==> config.mk <==
export PLATFORM = sky130hd
export DESIGN_NAME = rv32i_mem_arbiter
export DESIGN_NICKNAME = d
export VERILOG_FILES = /design/src/rtl/rv32i_mem_arbiter.sv
export SDC_FILE = /design/constraint.sdc
export NUM_CORES = 1
export LEC_CHECK = 0
export BUFFER_PORTS_ARGS = -buffer_cell sky130_fd_sc_hd__buf_2
export CORE_MARGIN = 4
export CORE_UTILIZATION = 34
export CTS_CLUSTER_DIAMETER = 50
export DETAILED_ROUTE_END_ITERATION = 10
export GPL_ROUTABILITY_DRIVEN = 0
export HOLD_SLACK_MARGIN = 0.08
export PLACE_DENSITY_LB_ADDON = 0.2
export SLEW_MARGIN = 5
export SYNTH_ARGS = -nofsm -noshare
export SYNTH_HDL_FRONTEND = slang
export SYNTH_SLANG_ARGS = --single-unit
==> constraint.sdc <==
create_clock -name clk -period 3.1 [get_ports clk]
set_clock_uncertainty 0.15 [all_clocks]
set_input_delay 0.465 -clock clk [delete_from_list [all_inputs] [get_ports clk]]
set_output_delay 0.465 -clock clk [all_outputs]
set_load 0.005 [all_outputs]
==> src/rtl/rv32i_mem_arbiter.sv <==
// Two-requester (fetch / load-store) arbiter onto a single-word memory bus.
// One transaction in flight; handles lane placement, load extension, alignment errors and bus timeout.
module rv32i_mem_arbiter #(
  parameter int TIMEOUT = 255,
  parameter int ADDR_W  = 32
) (
  input  logic              clk,
  input  logic              reset,
  input  logic              if_req,
  input  logic [ADDR_W-1:0] if_addr,
  output logic              if_ready,
  output logic              if_valid,
  output logic [31:0]       if_rdata,
  output logic              if_err,
  input  logic              ls_req,
  input  logic              ls_we,
  input  logic [2:0]        ls_funct3,
  input  logic [ADDR_W-1:0] ls_addr,
  input  logic [31:0]       ls_wdata,
  output logic              ls_ready,
  output logic              ls_done,
  output logic [31:0]       ls_rdata,
  output logic              ls_err,
  output logic              mem_req,
  output logic              mem_we,
  output logic [ADDR_W-1:0] mem_addr,
  output logic [3:0]        mem_wstrb,
  output logic [31:0]       mem_wdata,
  input  logic [31:0]       mem_rdata,
  input  logic              mem_ready
);

  localparam int CNT_W = (TIMEOUT < 2) ? 1 : $clog2(TIMEOUT + 1);
  localparam logic GNT_IF = 1'b0;
  localparam logic GNT_LS = 1'b1;

  typedef enum logic [1:0] {IDLE, BUS, RESP} state_t;

  function automatic logic [31:0] load_ext(input logic [2:0] f3, input logic [1:0] off,
                                           input logic [31:0] w);
    logic signed [7:0]  b;
    logic signed [15:0] h;
    logic [31:0]        r;
    case (off)
      2'd0:    b = w[7:0];
      2'd1:    b = w[15:8];
      2'd2:    b = w[23:16];
      default: b = w[31:24];
    endcase
    h = off[1] ? w[31:16] : w[15:0];
    case (f3)
      3'b000:  r = 32'(b);
      3'b100:  r = {24'd0, b};
      3'b001:  r = 32'(h);
      3'b101:  r = {16'd0, h};
      default: r = w;
    endcase
    return r;
  endfunction

  function automatic logic [3:0] store_strb(input logic [2:0] f3, input logic [1:0] off);
    logic [3:0] s;
    case (f3)
      3'b000:  s = 4'b0001 << off;
      3'b001:  s = off[1] ? 4'b1100 : 4'b0011;
      default: s = 4'b1111;
    endcase
    return s;
  endfunction

  function automatic logic [31:0] store_data(input logic [2:0] f3, input logic [31:0] d);
    logic [31:0] r;
    case (f3)
      3'b000:  r = {4{d[7:0]}};
      3'b001:  r = {2{d[15:0]}};
      default: r = d;
    endcase
    return r;
  endfunction

  // Fetches are checked as word loads (funct3 010).
  function automatic logic access_err(input logic we, input logic [2:0] f3, input logic [1:0] off);
    logic e;
    if (we) begin
      case (f3)
        3'b000:  e = 1'b0;
        3'b001:  e = off[0];
        3'b010:  e = (off != 2'b00);
        default: e = 1'b1;
      endcase
    end else begin
      case (f3)
        3'b000, 3'b100: e = 1'b0;
        3'b001, 3'b101: e = off[0];
        3'b010:         e = (off != 2'b00);
        default:        e = 1'b1;
      endcase
    end
    return e;
  endfunction

  state_t            state_q, state_d;
  logic              last_grant_q, last_grant_d;
  logic              gnt_q, gnt_d;
  logic [CNT_W-1:0]  cnt_q, cnt_d;
  logic [ADDR_W-1:0] addr_q, addr_d;
  logic [1:0]        off_q, off_d;
  logic [2:0]        f3_q, f3_d;
  logic              we_q, we_d;
  logic [3:0]        strb_q, strb_d;
  logic [31:0]       wdata_q, wdata_d;
  logic [31:0]       rdata_q, rdata_d;
  logic              err_q, err_d;

  logic              grant_ls;
  logic [ADDR_W-1:0] sel_addr;
  logic [2:0]        sel_f3;
  logic              sel_we;

  always_comb begin
    state_d      = state_q;
    last_grant_d = last_grant_q;
    gnt_d        = gnt_q;
    cnt_d        = cnt_q;
    addr_d       = addr_q;
    off_d        = off_q;
    f3_d         = f3_q;
    we_d         = we_q;
    strb_d       = strb_q;
    wdata_d      = wdata_q;
    rdata_d      = rdata_q;
    err_d        = err_q;
    if_ready     = 1'b0;
    ls_ready     = 1'b0;

    // Under contention the requester not granted last time wins.
    grant_ls = ls_req && (!if_req || last_grant_q == GNT_IF);
    sel_addr = grant_ls ? ls_addr : if_addr;
    sel_f3   = grant_ls ? ls_funct3 : 3'b010;
    sel_we   = grant_ls && ls_we;

    case (state_q)
      IDLE: begin
        if_ready = !if_req || !grant_ls;
        ls_ready = !ls_req || grant_ls;
        if (if_req || ls_req) begin
          gnt_d        = grant_ls;
          last_grant_d = grant_ls;
          addr_d       = {sel_addr[ADDR_W-1:2], 2'b00};
          off_d        = sel_addr[1:0];
          f3_d         = sel_f3;
          we_d         = sel_we;
          strb_d       = sel_we ? store_strb(sel_f3, sel_addr[1:0]) : 4'b0000;
          wdata_d      = sel_we ? store_data(sel_f3, ls_wdata) : 32'd0;
          cnt_d        = '0;
          rdata_d      = 32'd0;
          if (access_err(sel_we, sel_f3, sel_addr[1:0])) begin
            err_d   = 1'b1;
            state_d = RESP;
          end else begin
            err_d   = 1'b0;
            state_d = BUS;
          end
        end
      end
      BUS: begin
        if (mem_ready) begin
          err_d   = 1'b0;
          state_d = RESP;
          if (gnt_q == GNT_IF) rdata_d = mem_rdata;
          else if (we_q)       rdata_d = 32'd0;
          else                 rdata_d = load_ext(f3_q, off_q, mem_rdata);
        end else if (cnt_q == CNT_W'(TIMEOUT - 1)) begin
          err_d   = 1'b1;
          rdata_d = 32'd0;
          state_d = RESP;
        end else begin
          cnt_d = cnt_q + 1'b1;
        end
      end
      RESP:    state_d = IDLE;
      default: state_d = IDLE;
    endcase
  end

  always_ff @(posedge clk) begin
    if (reset) begin
      state_q      <= IDLE;
      last_grant_q <= GNT_IF;
      cnt_q        <= '0;
    end else begin
      state_q      <= state_d;
      last_grant_q <= last_grant_d;
      cnt_q        <= cnt_d;
    end
    gnt_q   <= gnt_d;
    addr_q  <= addr_d;
    off_q   <= off_d;
    f3_q    <= f3_d;
    we_q    <= we_d;
    strb_q  <= strb_d;
    wdata_q <= wdata_d;
    rdata_q <= rdata_d;
    err_q   <= err_d;
  end

  // Bus and response outputs are forced to zero outside their owning state.
  always_comb begin
    mem_req   = (state_q == BUS);
    mem_we    = mem_req && we_q;
    mem_addr  = mem_req ? addr_q : '0;
    mem_wstrb = mem_req ? strb_q : 4'b0000;
    mem_wdata = mem_req ? wdata_q : 32'd0;
    if_valid  = (state_q == RESP) && (gnt_q == GNT_IF);
    ls_done   = (state_q == RESP) && (gnt_q == GNT_LS);
    if_rdata  = if_valid ? rdata_q : 32'd0;
    if_err    = if_valid && err_q;
    ls_rdata  = ls_done ? rdata_q : 32'd0;
    ls_err    = ls_done && err_q;
  end

endmodule

### After elaboration in Yosys (flattened, before gate mapping)

Cells that the tools add are included.

| cells by class | value |
|---|---|
| add/sub/neg operators | 1 |
| multipliers | 0 |
| divide/modulo/power cells | 0 |
| order comparisons | 0 |
| equality and inequality tests | 16 |
| shift operators | 1 |
| mux-type cells | 40 |
| bitwise logic cells | 2 |
| reduce and logical (&&, ||, !) cells | 26 |

Operators with widths:

| kind | count |
|---|---|
| two-way mux 32 bit | 10 |
| one-hot mux 32 bit (2 select lines) | 2 |
| one-hot mux 32 bit (4 select lines) | 1 |
| two-way mux 8 bit | 3 |
| one-hot mux 8 bit (3 select lines) | 1 |
| two-way mux 16 bit | 1 |
| one-hot mux 8 bit (2 select lines) | 1 |
| == test 3 bit, second input constant | 4 |
| two-way mux 1 bit | 9 |
| adder 8 x 1 -> 8 bit, second input constant | 1 |
| == test 8 bit, second input constant | 1 |
| two-way mux 2 bit | 4 |
| two-way mux 4 bit | 2 |
| one-hot mux 4 bit (2 select lines) | 1 |
| logical AND 1 bit | 7 |
| == test 3 x 1 -> 1 bit, second input constant | 2 |
| zero test 3 bit | 2 |
| != test 2 bit, second input constant | 3 |
| one-hot mux 1 bit (3 select lines) | 2 |
| == test 2 x 1 -> 1 bit, second input constant | 2 |
| == test 2 bit, second input constant | 2 |
| zero test 2 bit | 2 |
| logical OR 1 bit | 4 |
| one-hot mux 2 bit (2 select lines) | 1 |
| 12 further kinds | 18 |

| storage, ports and cells | value |
|---|---|
| register bits | 117 |
| bits in latches | 0 |
| RAM bits | 0 |
| bits in read-only memories | 0 |
| input port bits | 137 |
| output and inout bits | 140 |
| logic and storage cells | 98 |
| memories | 0 |

### Depth between registers and ports, before layout

Gate-level depths: netlist of run 1.

| logic depth | value |
|---|---|
| depth in word-level cells | 13 |
| depth in mapped cells | 8 |
| gate-level depth less buffers | 6 |

### Least setup slack after synthesis of run 1

OpenSTA, ideal clock, no wires.

| timing | value |
|---|---|
| kind | flip-flop to flip-flop |
| from | register state_q[0] |
| to | register state_q[0] |
| setup time | 0.070 ns |
| data arrival time | 2.805 ns |
| required time | 2.880 ns |
| slack | 0.075 ns |
| cell stages (with the launch flop) | 6 |
| path buffers | 1 |
| period minus slack after synthesis | 3.025 ns |
| cell sequence | dfxtp_1 -> buf_4 -> nor2_1 -> and2_1 -> nor2b_1 -> o2bb2ai_1 |

| between the ends | value |
|---|---|
| word-level cells in the longest chain between the ends | 3 |
| elaborated cells on any way between the ends | 6 |
| those cells by class | 3 x eq/ne; 1 x mux; 2 x reduce/logical |

Ends and longest elaborated chain:

| element | RTL line | source |
|---|---|---|
| start: declaration | 102 | `state_t state_q, state_d;` |
| start signal: assignment | 192 | `state_q <= state_d;` |
| == test 2 x 1 -> 1 bit / zero test 2 bit (equally long branches) | 142 | `case (state_q)` |
| != test 3 x 1 -> 1 bit (no line) / != test 2 bit (equally long branches) | -- |  |
| AND reduction 2 bit (no line) | -- |  |

Several ways; a longest one is shown, not always the timed one.
A chain may end at the register's enable or synchronous reset.

### Worst setup path in the final report of run 1

| timing | value |
|---|---|
| from | register last_grant_q |
| to | output port if_ready |

| between the ends | value |
|---|---|
| word-level cells in the longest chain between the ends | 6 |

Ends and longest elaborated chain:

| element | RTL line | source |
|---|---|---|
| start: declaration | 103 | `logic last_grant_q, last_grant_d;` |
| start signal: assignment | 193 | `last_grant_q <= last_grant_d;` |
| NOT 1 bit | 137 | `grant_ls = ls_req && (!if_req \|\| last_grant_q == GNT_IF);` |
| logical OR 1 bit | 137 |  |
| logical AND 1 bit | 137 |  |
| zero test 1 bit | 144 | `if_ready = !if_req \|\| !grant_ls;` |
| logical OR 1 bit | 144 |  |
| two-way mux 1 bit | 142 |  |
| end: declaration | 11 | `output logic if_ready,` |

Every way passes these cells.

==> results of run 1 <==
[critical path: stages (launching register included)]
cell      delay, ns
dfxtp_1        0.33
a21bo_1        0.27
inv_2          0.29
buf_4          0.37
a21boi_0       0.13
buf_2          0.14
[metrics by stage]
step	setup WS, ns	total power [mW]	instances
after floorplan	0.07483	2.425	660
after global placement	0.6396	2.748	1137
after detailed placement	0.6396	2.756	1137
after CTS	0.5107	4.771	1168
after global routing	0.3794	4.927	1168
final	0.5364	4.719	1168
[power breakdown]
| part | switching [mW] | internal [mW] | total (mW) |
|---|---|---|---|
| Sequential | 0.0790 | 1.96 | 2.04 |
| Clock | 0.674 | 1.33 | 2.00 |
| Combinational | 0.404 | 0.270 | 0.673 |
[per-layer routing]
metal	share of wire (%)	up-vias	routed length, um	track usage (%)
met2	48	218	9265	29.01
met5	0.18	-	34	0
met3	9.2	19	1769	6.642
li1	-	2809	-	-
met4	1.0	6	194	4.986
met1	41	2636	7944	21.13
[cell families after synthesis]
family	Yosys count	share of synthesized area (%)
compound gates	108	11.45
simple gates	362	28.96
buf+inv	48	3.187
other cells	1	0.05789
fa+ha+maj	2	0.3863
mux	21	3.419
flops	117	52.54
[final cells by class]
type                    count  area, sq um
fillers                  1828        10020
flip-flops and latches    117         3403
multi-input cells         495         2892
repair buffers            285         1479
clock buffers              20        436.7
well taps                 234        292.8
clock inverters            11        158.9
inverters                   6        22.52
[how the worst max path moves through the flow]
stage | start | to | cells after the start
after floorplan | state_q[0] | state_q[0] | 5
after global placement | ls_req | if_ready | 6
after detailed placement | ls_req | if_ready | 6
after CTS | last_grant_q | if_ready | 5
after global routing | last_grant_q | if_ready | 5
final | last_grant_q | if_ready | 5
[flip-flops by register name (all words and copies together), names as in the netlist]
name / count
wdata_q: 32
err_q: 1
off_q: 2
state_q: 2
strb_q: 4
we_q: 1
rdata_q: 32
gnt_q: 1
last_grant_q: 1
f3_q: 3
addr_q: 30
cnt_q: 8
[cell usage in the layout, fill, tap and decap left out, types with 4 or more instances in the layout]
| master | count |
|---|---|
| buf_2 | 274 |
| nand2_1 | 152 |
| and2_1 | 138 |
| edfxtp_1 | 106 |
| a21oi_1 | 32 |
| clkbuf_16 | 17 |
| nor2_1 | 16 |
| o21ai_0 | 16 |
| mux2i_1 | 12 |
| dfxtp_1 | 11 |
| a21o_1 | 10 |
| a211oi_1 | 10 |
| mux2_2 | 9 |
| nor3_1 | 9 |
| buf_4 | 9 |
| nand2b_1 | 8 |
| and3_1 | 8 |
| a21o_2 | 6 |
| inv_1 | 5 |
| a31oi_1 | 5 |
| o221a_2 | 5 |
| bufinv_16 | 4 |
==> impl_metrics.toml, run 1 <==
[outcome]
outcome = "completed"

[clock_network]
hold_buffers = 0
clockBufferDepth = 2
clk_root_buffer_cell = "clkbuf_16"
cts.sinks = 117
cts_buffers = 17
clk-insertion-delay-late_ns = 0.40
cts_resized = 0
cts_tree = "yes"
path_clk_slew_ns = 0.05
htree_levels = 4
cts_setup_buffers = 0

[worst_setup_path]
r2r_end = "rdata_q[31]"
reg2reg_depth = 3
cp.required_ns = 2.48
crit_path_start_kind = "flip-flop"
worstPathMaxFanout = 31
r2r_slack_ns = 0.76
worstSetupPathType = "reg -> out"
r2r-start = "state_q[0]"
cp.arrival_ns = 1.95
cp-end-kind = "output port"

[floorplanning]
start_util_pct = 34.63
die_w_um = 146.0
core-area_sq_um = 18710
die_h_um = 146.0
ios = 277
rows = 50
die_area_sq_um = 21320

[finish]
syn2layout_area_growth_pct = 34.07
final_util_pct = 46.43
drive_gt1_share_pct = 36.83
final_area_sq_um = 8685
diodes = 0
fin_nets = 1061

[routing]
ant_nets = 0
drt-total-wl_um = 19210
drtPass1Iterations = 5
vias = 5688
routed_via_density = 4.870
drt_iter0_drc = 244
wl_per_cell_um = 16.45
route.detailed.drc = 0

[synthesis]
ys_top_cells_by_area = "edfxtp_1 (49%), and2_1 (13%), nand2_1 (8.8%), dfxtp_1 (3.4%), a21oi_1 (2.5%)"
syn_inst = 659
yosys_warnings = 0
yosysMostFrequentCell = "nand2_1"
syn-cell-area_sq_um = 6477
ys.flop_type = "edfxtp_1"
yosys-top-cells-count = "nand2_1 (152), and2_1 (139), edfxtp_1 (106)"
synth_seq_cells = 117
synth.avg_cell_area_sq_um = 9.829
synth_edf_count = 106
ys_seq_area_share_pct = 52.54
synth_cell_type_count = 62
yosysTopAreaCell = "edfxtp_1"
synthArstFlopShare_pct = 0
synth_top_area_share_pct = 49.14

[sta]
slew_headroom_pct = 41.43
finalSetupTns_ns = 0
hold_violations = 0
tightest_slew_ns = 0.8765
setup_viol = 0
period_needed_ns = 2.564
whs_ns = 0.1689
slew_violations = 0
post-route-period-util_pct = 82.70
fmax_mhz = 390.1
rsz0062_at_grt = "false"

[worst_hold_path]
holdCritStartpoint = "ls_addr[14]"
hold_depth = 3
hold_path_class = "in -> reg"
hold_end = "addr_q[14]"

[grt]
grt.total_usage_pct = 17.40
grt_pass1_wl_um = 29370
antenna_found_initial = 3
grt_pass1_vias = 5414
grt_max_degree = 70
overflow = 0

[power_and_ir_drop]
leakage_nw = 4.249
powerDensity_nw_per_um2 = 543.4
ir_worst_vdd_uv = 400.9

[placement]
placed_area_sq_um = 8089
port_buffers = 274
dpl.hpwl_um = 14310

[run]
drv_cap = 0
No activity file was read; power rests on OpenSTA's default activity.
==> inputs of run 2 (changes only) <==
Settings changed: ABC_AREA set to 1.
Clock period 3.1 ns to 2.4 ns, I/O delays scaled along.
==> run 2 against run 1 <==
Total power rose by 48%. Synthesized cell count rose by 43%. Critical path depth did not move. Via count rose by 21%. Hold slack got worse by 0.086 ns. Sequential power rose by 39%.
==> impl_metrics.toml, run 2 <==
[routing]
drtPass1Iterations = 5
ant_nets = 0
routed_via_density = 4.469
drt_iter0_drc = 313
route.detailed.drc = 0
drt-total-wl_um = 20940
wl_per_cell_um = 13.63
vias = 6865

[floorplanning]
die_h_um = 151.2
core-area_sq_um = 20170
rows = 52
die_w_um = 151.2
die_area_sq_um = 22850
ios = 277
start_util_pct = 34.55

[synthesis]
synth.avg_cell_area_sq_um = 7.414
yosysMostFrequentCell = "nand2_1"
synth_cell_type_count = 31
yosysTopAreaCell = "edfxtp_1"
synth_edf_count = 106
ys_seq_area_share_pct = 48.83
yosys_warnings = 0
synthArstFlopShare_pct = 0
synth_seq_cells = 117
ys_top_cells_by_area = "edfxtp_1 (46%), nand2_1 (12%), inv_1 (10%), nor2_1 (9.3%), a21oi_1 (5.1%)"
syn_inst = 940
ys.flop_type = "edfxtp_1"
syn-cell-area_sq_um = 6969
yosys-top-cells-count = "nand2_1 (218), inv_1 (187), nor2_1 (172)"
synth_top_area_share_pct = 45.67

[placement]
numPlacedInstances = 1459
port_buffers = 274
dpl.hpwl_um = 15340

[worst_setup_path]
worstPathMaxFanout = 33
crit_cells = 5
r2r_slack_ns = 0.36
reg2reg_depth = 7
r2r-start = "last_grant_q"
cp-end-kind = "output port"
path_delay_family = "flip-flops"
worstSetupPathType = "reg -> out"
crit_chain = "nor3_2 > inv_1 > buf_4 > nor2_1 > buf_2"
crit_buf_inv = 3
r2r_end = "addr_q[19]"
cp.required_ns = 1.89
cp.arrival_ns = 1.74
critPathMaxStageDelay_ns = 0.44
cp_slowest_cell = "edfxtp_1"
crit_path_start_kind = "flip-flop"

[worst_hold_path]
hold_depth = 3
hold_end = "addr_q[22]"
holdCritStartpoint = "ls_addr[22]"
hold_path_class = "in -> reg"

[finish]
top_regs = "rdata_q (32), wdata_q (32), addr_q (30)"
fillerInstances = 2073
final_util_pct = 47.99
drive_gt1_share_pct = 29.01
final_cell_mix = "buf_2 (274), nand2_1 (217), inv_1 (186)"
fin_nets = 1391
syn2layout_area_growth_pct = 38.89
regArea_sq_um = 3403
instances_no_fill = 1536
final_common_cell = "buf_2"
multi_input_area_sq_um = 2663

[clock_network]
cts_tree = "yes"
path_clk_slew_ns = 0.05
cts_buffers = 17
clockBufferDepth = 2
clk-insertion-delay-late_ns = 0.42
htree_levels = 4
cts.sinks = 117
cts_setup_buffers = 0
clk_root_buffer_cell = "clkbuf_16"

[sta]
finalSetupTns_ns = 0
whs_ns = 0.08317
slew_headroom_pct = 64.52
slew_violations = 0
fmax_mhz = 445.4
hold_violations = 0
period_needed_ns = 2.245
setup_viol = 0
post-route-period-util_pct = 93.56
tightest_slew_ns = 0.5316
rsz0062_at_grt = "false"

[grt]
grt_pass1_wl_um = 31880
grt_max_degree = 63
grt_pass1_vias = 6453
overflow = 0
grt.total_usage_pct = 17.97
antenna_found_initial = 7

[power_and_ir_drop]
powerDensity_nw_per_um2 = 723.8
leakage_nw = 5.103
power.total_mw = 7.006
ir_worst_vdd_uv = 527.1

[run]
drv_cap = 0

[outcome]
outcome = "completed"
## run 2: changes by cell type after synthesis, sizes merged, moves of 8 or more
cell    change
and2      -139
a21oi      +51
nand2      +73
a21o       -16
nor2      +155
o21ai      +24
inv       +187
o211ai      +8
mux2i      -12
nand3      +29
nand2b      -8
mux2        -9
## run 2: cells by family after synthesis
family / after synthesis / synth area share (%)
flops: 117 / 48.83
fa+ha+maj: 2 / 0.3590
compound gates: 139 / 11.33
other cells: 1 / 0.05381
simple gates: 443 / 25.92
buf+inv: 238 / 13.50
## run 2: final cells by class
cell class	instances	share of cell area, %
clock buffer	18	4.434
timing repair buffer	337	20.49
sequential	117	35.16
multi-input combinational	586	27.51
antenna	1	0.02585
tap	270	3.490
clock inverter	14	1.409
inverter	193	7.484
## run 2: per-layer routing
| layer | global-route usage, % | vias to the layer above | share of wire [%] | routed length (um) |
|---|---|---|---|---|
| li1 | - | 3536 | - | - |
| met1 | 20.80 | 3028 | 41 | 8591 |
| met2 | 31.17 | 242 | 48 | 10060 |
| met3 | 6.314 | 45 | 8.7 | 1818 |
| met4 | 5.666 | 14 | 1.9 | 388 |
| met5 | 0 | - | 0.37 | 78 |
## run 2: timing repair
action | in CTS | in global routing
setup endpoints to repair | 0 | 36
hold endpoints to repair | 29 | 0
hold buffers | 44 | 0
gates resized for setup | 0 | 3
## run 2: worst min-delay path, stage by stage
cell	delay, ns
buf_2	0.08
nand2_1	0.04
nand2_1	0.06
## run 2: where the power goes
| part | total, mW | switching, mW | leakage [nW] | internal [mW] |
|---|---|---|---|---|
| clock network | 2.45 | 0.938 | 0.271 | 1.51 |
| logic | 1.72 | 1.11 | 3.65 | 0.611 |
| registers | 2.83 | 0.125 | 1.18 | 2.71 |
## run 2: metrics by stage
| stage | instance area (sq um) | setup WS (ns) |
|---|---|---|
| floorplan | 7004 | -0.07071 |
| global placement | 8657 | 0.4155 |
| detailed placement | 8657 | 0.3630 |
| CTS | 9663 | 0.008255 |
| global route | 9677 | 0.05082 |
| finish | 9679 | 0.1547 |
## run 2: worst max-delay path by stage
stage / from / endpoint / slack (ns)
2_1_floorplan: ls_req / cnt_q[2] / -0.07
3_3_place_gp: if_req / wdata_q[24] / 0.42
3_5_place_dp: if_req / wdata_q[12] / 0.36
4_1_cts: gnt_q / if_rdata[4] / 0.008
5_1_grt: gnt_q / ls_rdata[19] / 0.05
6_report: gnt_q / if_rdata[4] / 0.15
